<file path="src/rtl/onehot_to_index_encoder.sv">
`default_nettype none
// ============================================================================
//  Module      : onehot_to_index_encoder
//  Description : Sequential 2^N-to-N encoder. Captures a decoded (one-hot or
//                multi-hot) word and emits the index of each set bit, lowest
//                first, one beat per output handshake.
//  Revision    : 1.0 - initial release
// ============================================================================
module onehot_to_index_encoder #(
    parameter int N = 4,
    parameter int M = 2**N
) (
    input  logic         clk,
    input  logic         rst,
    input  logic [M-1:0] dec_in,
    input  logic         in_valid,
    output logic         in_ready,
    output logic [N-1:0] enc_out,
    output logic         out_valid,
    input  logic         out_ready,
    output logic         out_last,
    output logic         out_zero,
    output logic         busy
);

    localparam logic [0:0]   c_idle = 1'b0;
    localparam logic [0:0]   c_emit = 1'b1;
    localparam logic [M-1:0] c_one  = {{(M-1){1'b0}}, 1'b1};

    logic [0:0]   r_state;
    logic [0:0]   w_state_nxt;
    logic [M-1:0] r_pending;
    logic [M-1:0] w_pending_nxt;
    logic         r_zero_flag;
    logic         w_zero_nxt;
    logic [M-1:0] w_pending_dropped;
    logic [N-1:0] w_low_idx;
    logic         w_single;
    logic         w_emit;
    logic         w_last;

    // pending & (pending-1) clears the lowest set bit, which is also the
    // bit being emitted; the result being zero means only one bit was set.
    assign w_pending_dropped = r_pending & (r_pending - c_one);
    assign w_single          = (r_pending != '0) && (w_pending_dropped == '0);
    assign w_emit            = (r_state == c_emit);
    assign w_last            = w_single || r_zero_flag;

    always_comb begin
        w_low_idx = '0;
        for (int i = M - 1; i >= 0; i--) begin
            if (r_pending[i]) begin
                w_low_idx = i[N-1:0];
            end
        end
    end

    always_ff @(posedge clk) begin
        if (rst) begin
            r_state     <= c_idle;
            r_pending   <= '0;
            r_zero_flag <= 1'b0;
        end else begin
            r_state     <= w_state_nxt;
            r_pending   <= w_pending_nxt;
            r_zero_flag <= w_zero_nxt;
        end
    end

    always_comb begin
        w_state_nxt   = r_state;
        w_pending_nxt = r_pending;
        w_zero_nxt    = r_zero_flag;
        case (r_state)
            c_idle: begin
                if (in_valid) begin
                    w_pending_nxt = dec_in;
                    w_zero_nxt    = (dec_in == '0);
                    w_state_nxt   = c_emit;
                end
            end
            c_emit: begin
                if (out_ready) begin
                    w_pending_nxt = w_pending_dropped;
                    if (w_last) begin
                        w_state_nxt = c_idle;
                        w_zero_nxt  = 1'b0;
                    end
                end
            end
            default: begin
                w_state_nxt = c_idle;
            end
        endcase
    end

    assign in_ready  = (r_state == c_idle);
    assign out_valid = w_emit;
    assign busy      = w_emit;
    assign enc_out   = (w_emit && !r_zero_flag) ? w_low_idx : '0;
    assign out_last  = w_emit && w_last;
    assign out_zero  = w_emit && r_zero_flag;

endmodule
`default_nettype wire
</file>
<file path="config.mk">
export PLATFORM = sky130hd
export DESIGN_NAME = onehot_to_index_encoder
export DESIGN_NICKNAME = d
export VERILOG_FILES = /design/src/rtl/onehot_to_index_encoder.sv
export SDC_FILE = /design/constraint.sdc
export NUM_CORES = 1
export LEC_CHECK = 0
export CAP_MARGIN = 20
export CORE_ASPECT_RATIO = 1.25
export CORE_MARGIN = 4
export CORE_UTILIZATION = 55
export DETAILED_ROUTE_END_ITERATION = 16
export DONT_BUFFER_PORTS = 1
export GPL_TIMING_DRIVEN = 0
export PLACE_DENSITY = 0.77
export SYNTH_ARGS = -nofsm -noshare
export SYNTH_HDL_FRONTEND = slang
export SYNTH_SLANG_ARGS = --single-unit
export TNS_END_PERCENT = 1
</file>
<file path="constraint.sdc">
create_clock -name clk -period 2.51 [get_ports clk]
set_clock_uncertainty 0.1 [all_clocks]
set_input_delay 0.753 -clock clk [delete_from_list [all_inputs] [get_ports clk]]
set_output_delay 0.753 -clock clk [all_outputs]
set_load 0.1 [all_outputs]
</file>
==> results.json, run 1 <==
{
  "status": "finished with violations",
  "failed_checks": "negative setup slack",
  "cts-root-buf": "clkbuf_4",
  "chipWidth_um": 49.7,
  "worst_ep_required_time_ns": 1.66,
  "power_mw": 1.00,
  "fin_util_pct": 79.5,
  "synthesis.nets": 185,
  "ys_ff_latch": 18,
  "hold_depth": 2,
  "place_hpwl_um": 2530,
  "io_buffers": 0,
  "synth_cell_type_count": 42,
  "setup_viol": 5,
  "min_period_over_period_pct": 127,
  "hold_path_class": "register to register",
  "core-area_um2": 2030,
  "fmax_mhz": 314,
  "fin_crit_ns": 3.18,
  "dp_slack_ns": -0.534,
  "cts.reportedPaths.clkPinSlew_ns": 0.11,
  "worst-setup-path-type": "register to output port",
  "tightest_slew_ns": 1.14,
  "fin_nets": 203,
  "drc": 0,
  "synth_top_area_share_pct": 30.1,
  "drt_wl_total_um": 3700,
  "track_usage_pct": 27.6,
  "peakVddDrop_uv": 480,
  "endpoint_kind": "output port",
  "cellLeakagePower_nw": 0.594,
  "die_y_um": 60.2,
  "ant_nets": 0,
  "numClockSinks": 18,
  "routabilityCongestion": 0.924,
  "overflow": 0,
  "worstPathMaxFanout": 6,
  "maxSlewViolCount": 0,
  "start_util_pct": 59.1,
  "layoutNonFillerInstCount": 202,
  "first_pass_iters": 4,
  "diodes": 0,
  "ios": 29,
  "post_synth.cell_area_avg_um2": 7.26,
  "clk_latency_ns": 0.30,
  "synth_top_area_cell": "dfxtp_1",
  "hold_slack_ns": 0.440,
  "rr_worst_depth": 6,
  "syn_inst": 165,
  "num_vias": 1334,
  "cts_max_level": 1,
  "synth_warnings": 0,
  "worstSetupStartpointType": "register",
  "hold_viol": 0,
  "grt_pass1_wl_um": 6250,
  "nFillCells": 134,
  "arrival_ns": 2.33,
  "cts_buffer_depth": 2,
  "cts-buffers-inserted": 3,
  "drtIter0Drc": 103,
  "grt_pass1_vias": 1318,
  "syn_area_um2": 1200,
  "avgRoutedWirePerCell_um": 18.3,
  "grt_max_degree": 11,
  "antenna_found_initial": 0,
  "synthTopCellsByArea": "dfxtp_1 (30%), nor2_1 (10%), nand2_1 (6.6%)",
  "num_rows": 18,
  "drv_cap": 0,
  "rsz0062_at_grt": "yes",
  "slew_headroom_pct": 24.1,
  "powerDensity_nw_per_um2": 620,
  "drive_above_1_share_pct": 36.8,
  "yosysSeqAreaShare_pct": 30.1,
  "dieArea_um2": 2990,
  "place_inst": 186,
  "tritoncts": "done",
  "syn2layout_area_growth_pct": 34.6,
  "setup_slack_ns": -0.671,
  "viasPerCell": 6.60
}
==> per-layer routing <==
layer  vias up  track usage (%)  share of wire (%)
li1        633                -                  -
met1       623             31.5                 40
met2        69             49.0                 49
met3         9             6.23                9.1
met4         0             12.3                2.0
met5         -                0                  0
==> power breakdown <==
part / leakage (nW) / switching, mW / internal (mW)
Sequential: 0.156 / 0.0475 / 0.305
Combinational: 0.417 / 0.286 / 0.175
Clock: 0.0210 / 0.0980 / 0.0886
==> sequential cells by signal, indices dropped and copies added, names as in the netlist <==
| name | flops |
|---|---|
| r_pending | 16 |
| r_zero_flag | 1 |
| busy | 1 |
==> through the flow <==
stage / instance area (um^2) / setup TNS, ns
floorplan: 1280 / -1.33
global placement: 1300 / -2.71
detailed placement: 1320 / -2.49
CTS: 1600 / -2.20
global route: 1610 / -2.62
finish: 1610 / -2.23
==> critical path: stages, from the launching register on <==
cell and delay (ns):
dfxtp_2 0.38, nor4_4 0.39, nand3_2 0.14, maj3_2 0.36, nor2_4 0.11, a31oi_4 0.11
nor2_4 0.52
==> path summary, 6_finish.rpt <==
| check | startpoint | to | slack [ns] |
|---|---|---|---|
| worst max-delay path | r_pending[5] | out_last | -0.67 |
| worst min-delay path | r_pending[14] | r_pending[14] | 0.44 |
| worst max register to register | busy | r_pending[3] | 0.05 |
| worst min register to register | r_pending[14] | r_pending[14] | 0.44 |
==> repair_timing <==
item                                    4_1_cts  5_1_grt
gates resized for setup                      38        5
pin swaps                                    15        4
hold buffers                                  0        0
endpoints found under the setup margin       17       13
setup buffers                                16        0
==> cells in the mapped netlist <==
library cell,instances
nor2_1,32
nand2_1,21
dfxtp_1,18
a21oi_1,14
o21ai_0,10
a22oi_1,7
clkbuf_1,6
nor4_1,5
inv_1,4
nand3_1,3
nor2b_1,3
nor3_1,3
nor4_4,3
o21a_1,3
buf_2,2
maj3_1,2
o211ai_1,2
o311ai_0,2
o31ai_1,2
a2111oi_0,1
a211oi_1,1
a221o_1,1
a221oi_1,1
a2bb2oi_1,1
a311oi_1,1
a31oi_1,1
and2_1,1
buf_1,1
buf_4,1
maj3_2,1
mux2i_1,1
nand2b_1,1
nand4_1,1
nand4_2,1
nor3b_1,1
o21bai_1,1
o22ai_1,1
o31a_1,1
or2_2,1
or3_1,1
or3_2,1
or4_4,1
==> cells in the final DEF, fill, tap and decap left out, types with 2 or more instances in the layout <==
cell      count
nor2_1       27
nand2_1      19
buf_4        15
a21oi_1      12
o21ai_0       8
dfxtp_4       8
a22oi_1       7
dfxtp_2       6
nor4_1        5
dfxtp_1       4
nor4_4        3
nor2_2        3
nor3_1        3
inv_1         3
nor2b_1       3
o21a_1        3
clkbuf_1      3
clkbuf_4      3
nand2_4       2
o21ai_1       2
maj3_1        2
a21oi_2       2
nand3_1       2
nor2_4        2
o211ai_1      2
==> area by class of cell <==
class / instances / area, um^2 / area share [%]
plain buffers: 6 / 47.5 / 2.95
clock buffers: 4 / 36.3 / 2.25
inverters: 4 / 18.8 / 1.16
multi-input cells: 133 / 935 / 58.0
flip-flops and latches: 18 / 398 / 24.7
well taps: 20 / 25.0 / 1.55
repair buffers: 17 / 151 / 9.39
==> cell families (layout without fill, tap and decap cells) <==
| group | after synthesis | count (layout) | share of synthesized area (%) |
|---|---|---|---|
| and+or+nand+nor | 79 | 79 | 34.5 |
| AOI/OAI and AO/OA | 50 | 50 | 27.1 |
| DFF | 18 | 18 | 30.1 |
| buffers and inverters | 14 | 31 | 4.91 |
| adders and majority gates | 3 | 3 | 2.61 |
| muxes | 1 | 1 | 0.836 |
Power figures use the tool's default switching activity.
==> run 2, diff against run 1 <==
--- a/config.mk
+++ b/config.mk
@@ -7,7 +7,6 @@
 export LEC_CHECK = 0
 export CAP_MARGIN = 20
 export CORE_ASPECT_RATIO = 1.25
-export CORE_MARGIN = 4
 export CORE_UTILIZATION = 55
 export DETAILED_ROUTE_END_ITERATION = 16
 export DONT_BUFFER_PORTS = 1
==> results.json, run 2 (synthesized netlist as in run 1, its figures left out) <==
{
  "cts-buffers-inserted": 3,
  "arrival_ns": 2.35,
  "worst-setup-path-type": "register to output port",
  "rr_worst_depth": 6,
  "peakVddDrop_uv": 523,
  "setup_slack_ns": -0.688,
  "min_period_over_period_pct": 127,
  "slowest_stage": "nor2_4",
  "track_usage_pct": 31.8,
  "fin_nets": 202,
  "cts_max_level": 1,
  "num_rows": 18,
  "power_mw": 0.982,
  "overflow": 0,
  "nFillCells": 150,
  "tightest_slew_ns": 1.14,
  "chipWidth_um": 43.7,
  "dieArea_um2": 2370,
  "drt_wl_total_um": 3650,
  "hold_buffers": 0,
  "r2r_start": "busy",
  "cts_buffer_depth": 2,
  "worstHoldStart": "r_pending[9]",
  "r2r_slack_ns": -0.02,
  "cts.reportedPaths.clkPinSlew_ns": 0.11,
  "tritoncts": "done",
  "num_vias": 1315,
  "start_util_pct": 59.7,
  "die_y_um": 54.2,
  "ios": 29,
  "cp_cell_sequence": "or3_2 > o21ai_1 > a21oi_1 > o31ai_2 > a31oi_4 > nor2_4",
  "final_cell_mix": "nor2_1 (28), nand2_1 (19), buf_4 (16)",
  "hold_viol": 0,
  "largest_register_ff_count": 16,
  "drv_cap": 0,
  "numClockSinks": 18,
  "fin_crit_ns": 3.20,
  "maxSlewViolCount": 0,
  "status": "finished with violations",
  "grt_pass1_vias": 1185,
  "slowest_delay_ns": 0.50,
  "hold_path_class": "register to register",
  "avgRoutedWirePerCell_um": 18.1,
  "viasPerCell": 6.54,
  "hold_depth": 2,
  "failed_checks": "design-rule violations, negative setup slack",
  "diodes": 0,
  "slew_headroom_pct": 24.2,
  "timing.rr.end": "r_pending[3]",
  "endpoint_kind": "output port",
  "worstSetupStartpointType": "register",
  "io_buffers": 0,
  "worstPathMaxFanout": 7,
  "place_inst": 186,
  "cts-root-buf": "clkbuf_4",
  "worst_ep_required_time_ns": 1.66,
  "final_common_cell": "nor2_1",
  "fmax_mhz": 313,
  "cellLeakagePower_nw": 0.577,
  "drtIter0Drc": 37,
  "layoutNonFillerInstCount": 201,
  "drc": 1,
  "powerDensity_nw_per_um2": 637,
  "routabilityCongestion": 0.899,
  "rsz0062_at_grt": "yes",
  "drive_above_1_share_pct": 32.6,
  "setup_viol": 6,
  "core-area_um2": 2000,
  "grt_pass1_wl_um": 5350,
  "antenna_found_initial": 0,
  "grt_max_degree": 11,
  "regMostFlops": "r_pending",
  "first_pass_iters": 10,
  "clk_latency_ns": 0.31,
  "ant_nets": 0,
  "syn2layout_area_growth_pct": 28.8,
  "whs_endpoint": "r_pending[9]",
  "place_hpwl_um": 2460
}
==> run 2: cell types whose count changed in the layout (fill, tap and decap cells not counted), moves of 2 or more <==
cell     delta
a21oi_2     -2
a21oi_1     +2
dfxtp_1     +2
dfxtp_4     -2
==> run 2: worst max-delay path: cells and delay by family (launching register included) <==
family / cells / cell delay, ns
and+or+nand+nor: 2 / 0.94
DFF: 1 / 0.40
AOI/OAI and AO/OA: 4 / 0.70
==> run 2: worst max path at each step <==
stage | startpoint | to | depth (start not counted)
final | r_pending[10] | out_last | 6
after global routing | r_pending[9] | out_last | 6
after global placement | r_pending[9] | out_last | 6
after floorplan | r_pending[11] | out_last | 6
after detailed placement | r_pending[2] | out_last | 7
after CTS | r_pending[3] | out_last | 6
==> run 2: final cells by class <==
cell class                      instances  area [um^2]  area share, %
Tap cell                               20         25.0           1.62
Buffer                                  6         47.5           3.08
Inverter                                4         18.8           1.22
Timing Repair Buffer                   16          128           8.27
Multi-Input combinational cell        133          897           58.2
Clock buffer                            4         36.3           2.35
Sequential cell                        18          390           25.3
==> run 2: what timing repair did <==
item                       CTS  global route
gates cloned                 0             0
resized for setup           24             6
setup endpoints to repair   17            11
pin swaps                   14             0
buffers inserted            15             0
==> run 2: stage by stage <==
stage	setup TNS [ns]	instance area [um^2]	worst slack (ns)	util, %	hold WS, ns
final	-2.52	1540	-0.688	77.0	0.456
after global routing	-2.89	1540	-0.779	77.0	0.461
after CTS	-2.90	1530	-0.652	76.3	0.453
after detailed placement	-2.66	1320	-0.554	65.8	0.430
after global placement	-2.74	1300	-0.501	65.0	0.414
after floorplan	-1.33	1280	-0.351	-	0.401
==> run 2: per-layer routing <==
| layer | track usage [%] | up-vias | routed length [um] |
|---|---|---|---|
| li1 | - | 634 | - |
| met1 | 36.0 | 596 | 1460 |
| met2 | 56.5 | 67 | 1800 |
| met3 | 3.69 | 18 | 234 |
| met4 | 19.8 | 0 | 146 |
| met5 | 0 | - | 0 |
==> run 2: power by group <==
part	internal, mW	switching (mW)
logic	0.165	0.272
registers	0.305	0.0509
clock network	0.0887	0.100
==> run 3, diff against run 2 <==
--- a/config.mk
+++ b/config.mk
@@ -7,11 +7,10 @@
 export LEC_CHECK = 0
 export CAP_MARGIN = 20
 export CORE_ASPECT_RATIO = 1.25
-export CORE_UTILIZATION = 55
+export CORE_UTILIZATION = 44
 export DETAILED_ROUTE_END_ITERATION = 16
-export DONT_BUFFER_PORTS = 1
 export GPL_TIMING_DRIVEN = 0
-export PLACE_DENSITY = 0.77
+export PLACE_DENSITY = 0.82
 export SYNTH_ARGS = -nofsm -noshare
 export SYNTH_HDL_FRONTEND = slang
 export SYNTH_SLANG_ARGS = --single-unit
==> constraint.sdc (replaced) <==
create_clock -name clk -period 2.7 [get_ports clk]
set_clock_uncertainty 0.1 [all_clocks]
set_input_delay 0.81 -clock clk [delete_from_list [all_inputs] [get_ports clk]]
set_output_delay 0.81 -clock clk [all_outputs]
set_load 0.1 [all_outputs]
==> results.json, run 3 (synthesized netlist as in run 1, its figures left out) <==
{
  "status": "finished with violations",
  "failed_checks": "negative setup slack",
  "num_vias": 1473,
  "finalInstanceArea_um2": 1830,
  "track_usage_pct": 29.8,
  "drc": 0,
  "grt_max_degree": 11,
  "cts.reportedPaths.clkPinSlew_ns": 0.12,
  "ios": 29,
  "largest_register_ff_count": 16,
  "worstPathMaxFanout": 5,
  "overflow": 0,
  "hold_depth": 2,
  "dieArea_um2": 2940,
  "tritoncts": "done",
  "core-area_um2": 2500,
  "drv_cap": 0,
  "whs_endpoint": "r_pending[14]",
  "routabilityCongestion": 0.956,
  "endpoint_kind": "output port",
  "cp-startpoint": "r_pending[8]",
  "ant_nets": 0,
  "fin_util_pct": 73.3,
  "io_buffers": 27,
  "first_pass_iters": 4,
  "place_hpwl_um": 2700,
  "worst_ep_required_time_ns": 1.79,
  "worstHoldStart": "r_pending[14]",
  "final_common_cell": "nor2_1",
  "fmax_mhz": 320,
  "avgRoutedWirePerCell_um": 16.6,
  "timing.rr.end": "busy",
  "power_mw": 0.977,
  "antenna_found_initial": 0,
  "drtIter0Drc": 61,
  "start_util_pct": 47.8,
  "setup_viol": 5,
  "chipWidth_um": 48.7,
  "slowest_stage": "dfxtp_4",
  "drt_wl_total_um": 3990,
  "grt_pass1_wl_um": 6600,
  "diodes": 0,
  "cts_buffer_depth": 2,
  "cellLeakagePower_nw": 0.700,
  "slew_headroom_pct": 36.6,
  "rr_worst_depth": 8,
  "fin_crit_ns": 3.12,
  "worstSetupStartpointType": "register",
  "cts-root-buf": "clkbuf_4",
  "crit_top_cell": "buf_12",
  "dp_slack_ns": -1.15,
  "grt_pass1_vias": 1459,
  "fin_nets": 228,
  "slowest_delay_ns": 0.37,
  "r2r_slack_ns": 0.58,
  "min_period_over_period_pct": 116,
  "arrival_ns": 2.21,
  "hold_viol": 0,
  "cp_cell_sequence": "buf_12 > nor4_4 > nand4_2 > nor3b_2 > a221o_1 > a31oi_4 > nor2_4 > buf_12",
  "maxSlewViolCount": 0,
  "setup_slack_ns": -0.424,
  "tightest_slew_ns": 0.955,
  "syn2layout_area_growth_pct": 53.2,
  "die_y_um": 60.3,
  "worst-setup-path-type": "register to output port",
  "powerDensity_nw_per_um2": 533,
  "clk_latency_ns": 0.31,
  "rsz0062_at_grt": "yes",
  "viasPerCell": 6.14,
  "numClockSinks": 18,
  "regMostFlops": "r_pending",
  "nFillCells": 188,
  "num_rows": 20,
  "final_cell_mix": "nor2_1 (28), nand2_1 (19), clkdlybuf4s50_1 (18)",
  "hold_buffers": 0,
  "hold_slack_ns": 0.453,
  "drive_above_1_share_pct": 30.9,
  "dpl_cell_area_um2": 1590,
  "cts-buffers-inserted": 3,
  "peakVddDrop_uv": 463,
  "hold_path_class": "register to register",
  "cts_max_level": 1,
  "r2r_start": "r_pending[8]"
}
-- run 3: stage by stage --
stage / setup TNS [ns] / instances
floorplan: -0.669 / 165
global placement: -3.66 / 225
detailed placement: -3.88 / 225
CTS: -0.689 / 238
global route: -1.38 / 240
finish: -1.01 / 240
-- run 3: area by class of cell --
class                      instances  area, um^2  share of cell area [%]
buffer                             6        30.0                    1.64
clock buffer                       4        36.3                    1.98
inverter                           4        15.0                   0.819
multi-input combinational        133         900                    49.0
sequential                        18         388                    21.1
tap                               33        41.3                    2.25
timing repair buffer              42         424                    23.1
-- run 3: layer usage --
layer	GRT usage, %	part of all wire [%]	vias up
li1	-	-	691
met1	33.8	40	711
met2	55.0	52	60
met3	2.80	5.1	11
met4	17.6	2.7	0
met5	0	0	-
-- run 3: how the worst max path moves through the flow --
stage | depth (start not counted) | endpoint | slack [ns]
after floorplan | 6 | out_last | -0.22
after global placement | 7 | out_last | -1.11
after detailed placement | 8 | out_last | -1.15
after CTS | 6 | out_last | -0.36
after global routing | 7 | out_last | -0.51
final | 8 | out_last | -0.42
-- run 3: worst max-delay path: cells and delay by family (launching register included) --
| kind | cells | cell delay (ns) |
|---|---|---|
| simple gates | 4 | 0.93 |
| flops | 1 | 0.37 |
| compound gates | 2 | 0.29 |
| buf+inv | 2 | 0.30 |
-- run 3: what timing repair did --
action                     CTS  global route
buffers inserted            13             2
pin swaps                   13             4
resized for setup           68             3
setup endpoints to repair    9             6
-- run 3: power by group --
group | leakage [nW] | switching (mW) | total [mW] | internal (mW)
Clock | 0.0210 | 0.0941 | 0.177 | 0.0825
Combinational | 0.525 | 0.280 | 0.481 | 0.200
Sequential | 0.154 | 0.0357 | 0.320 | 0.284
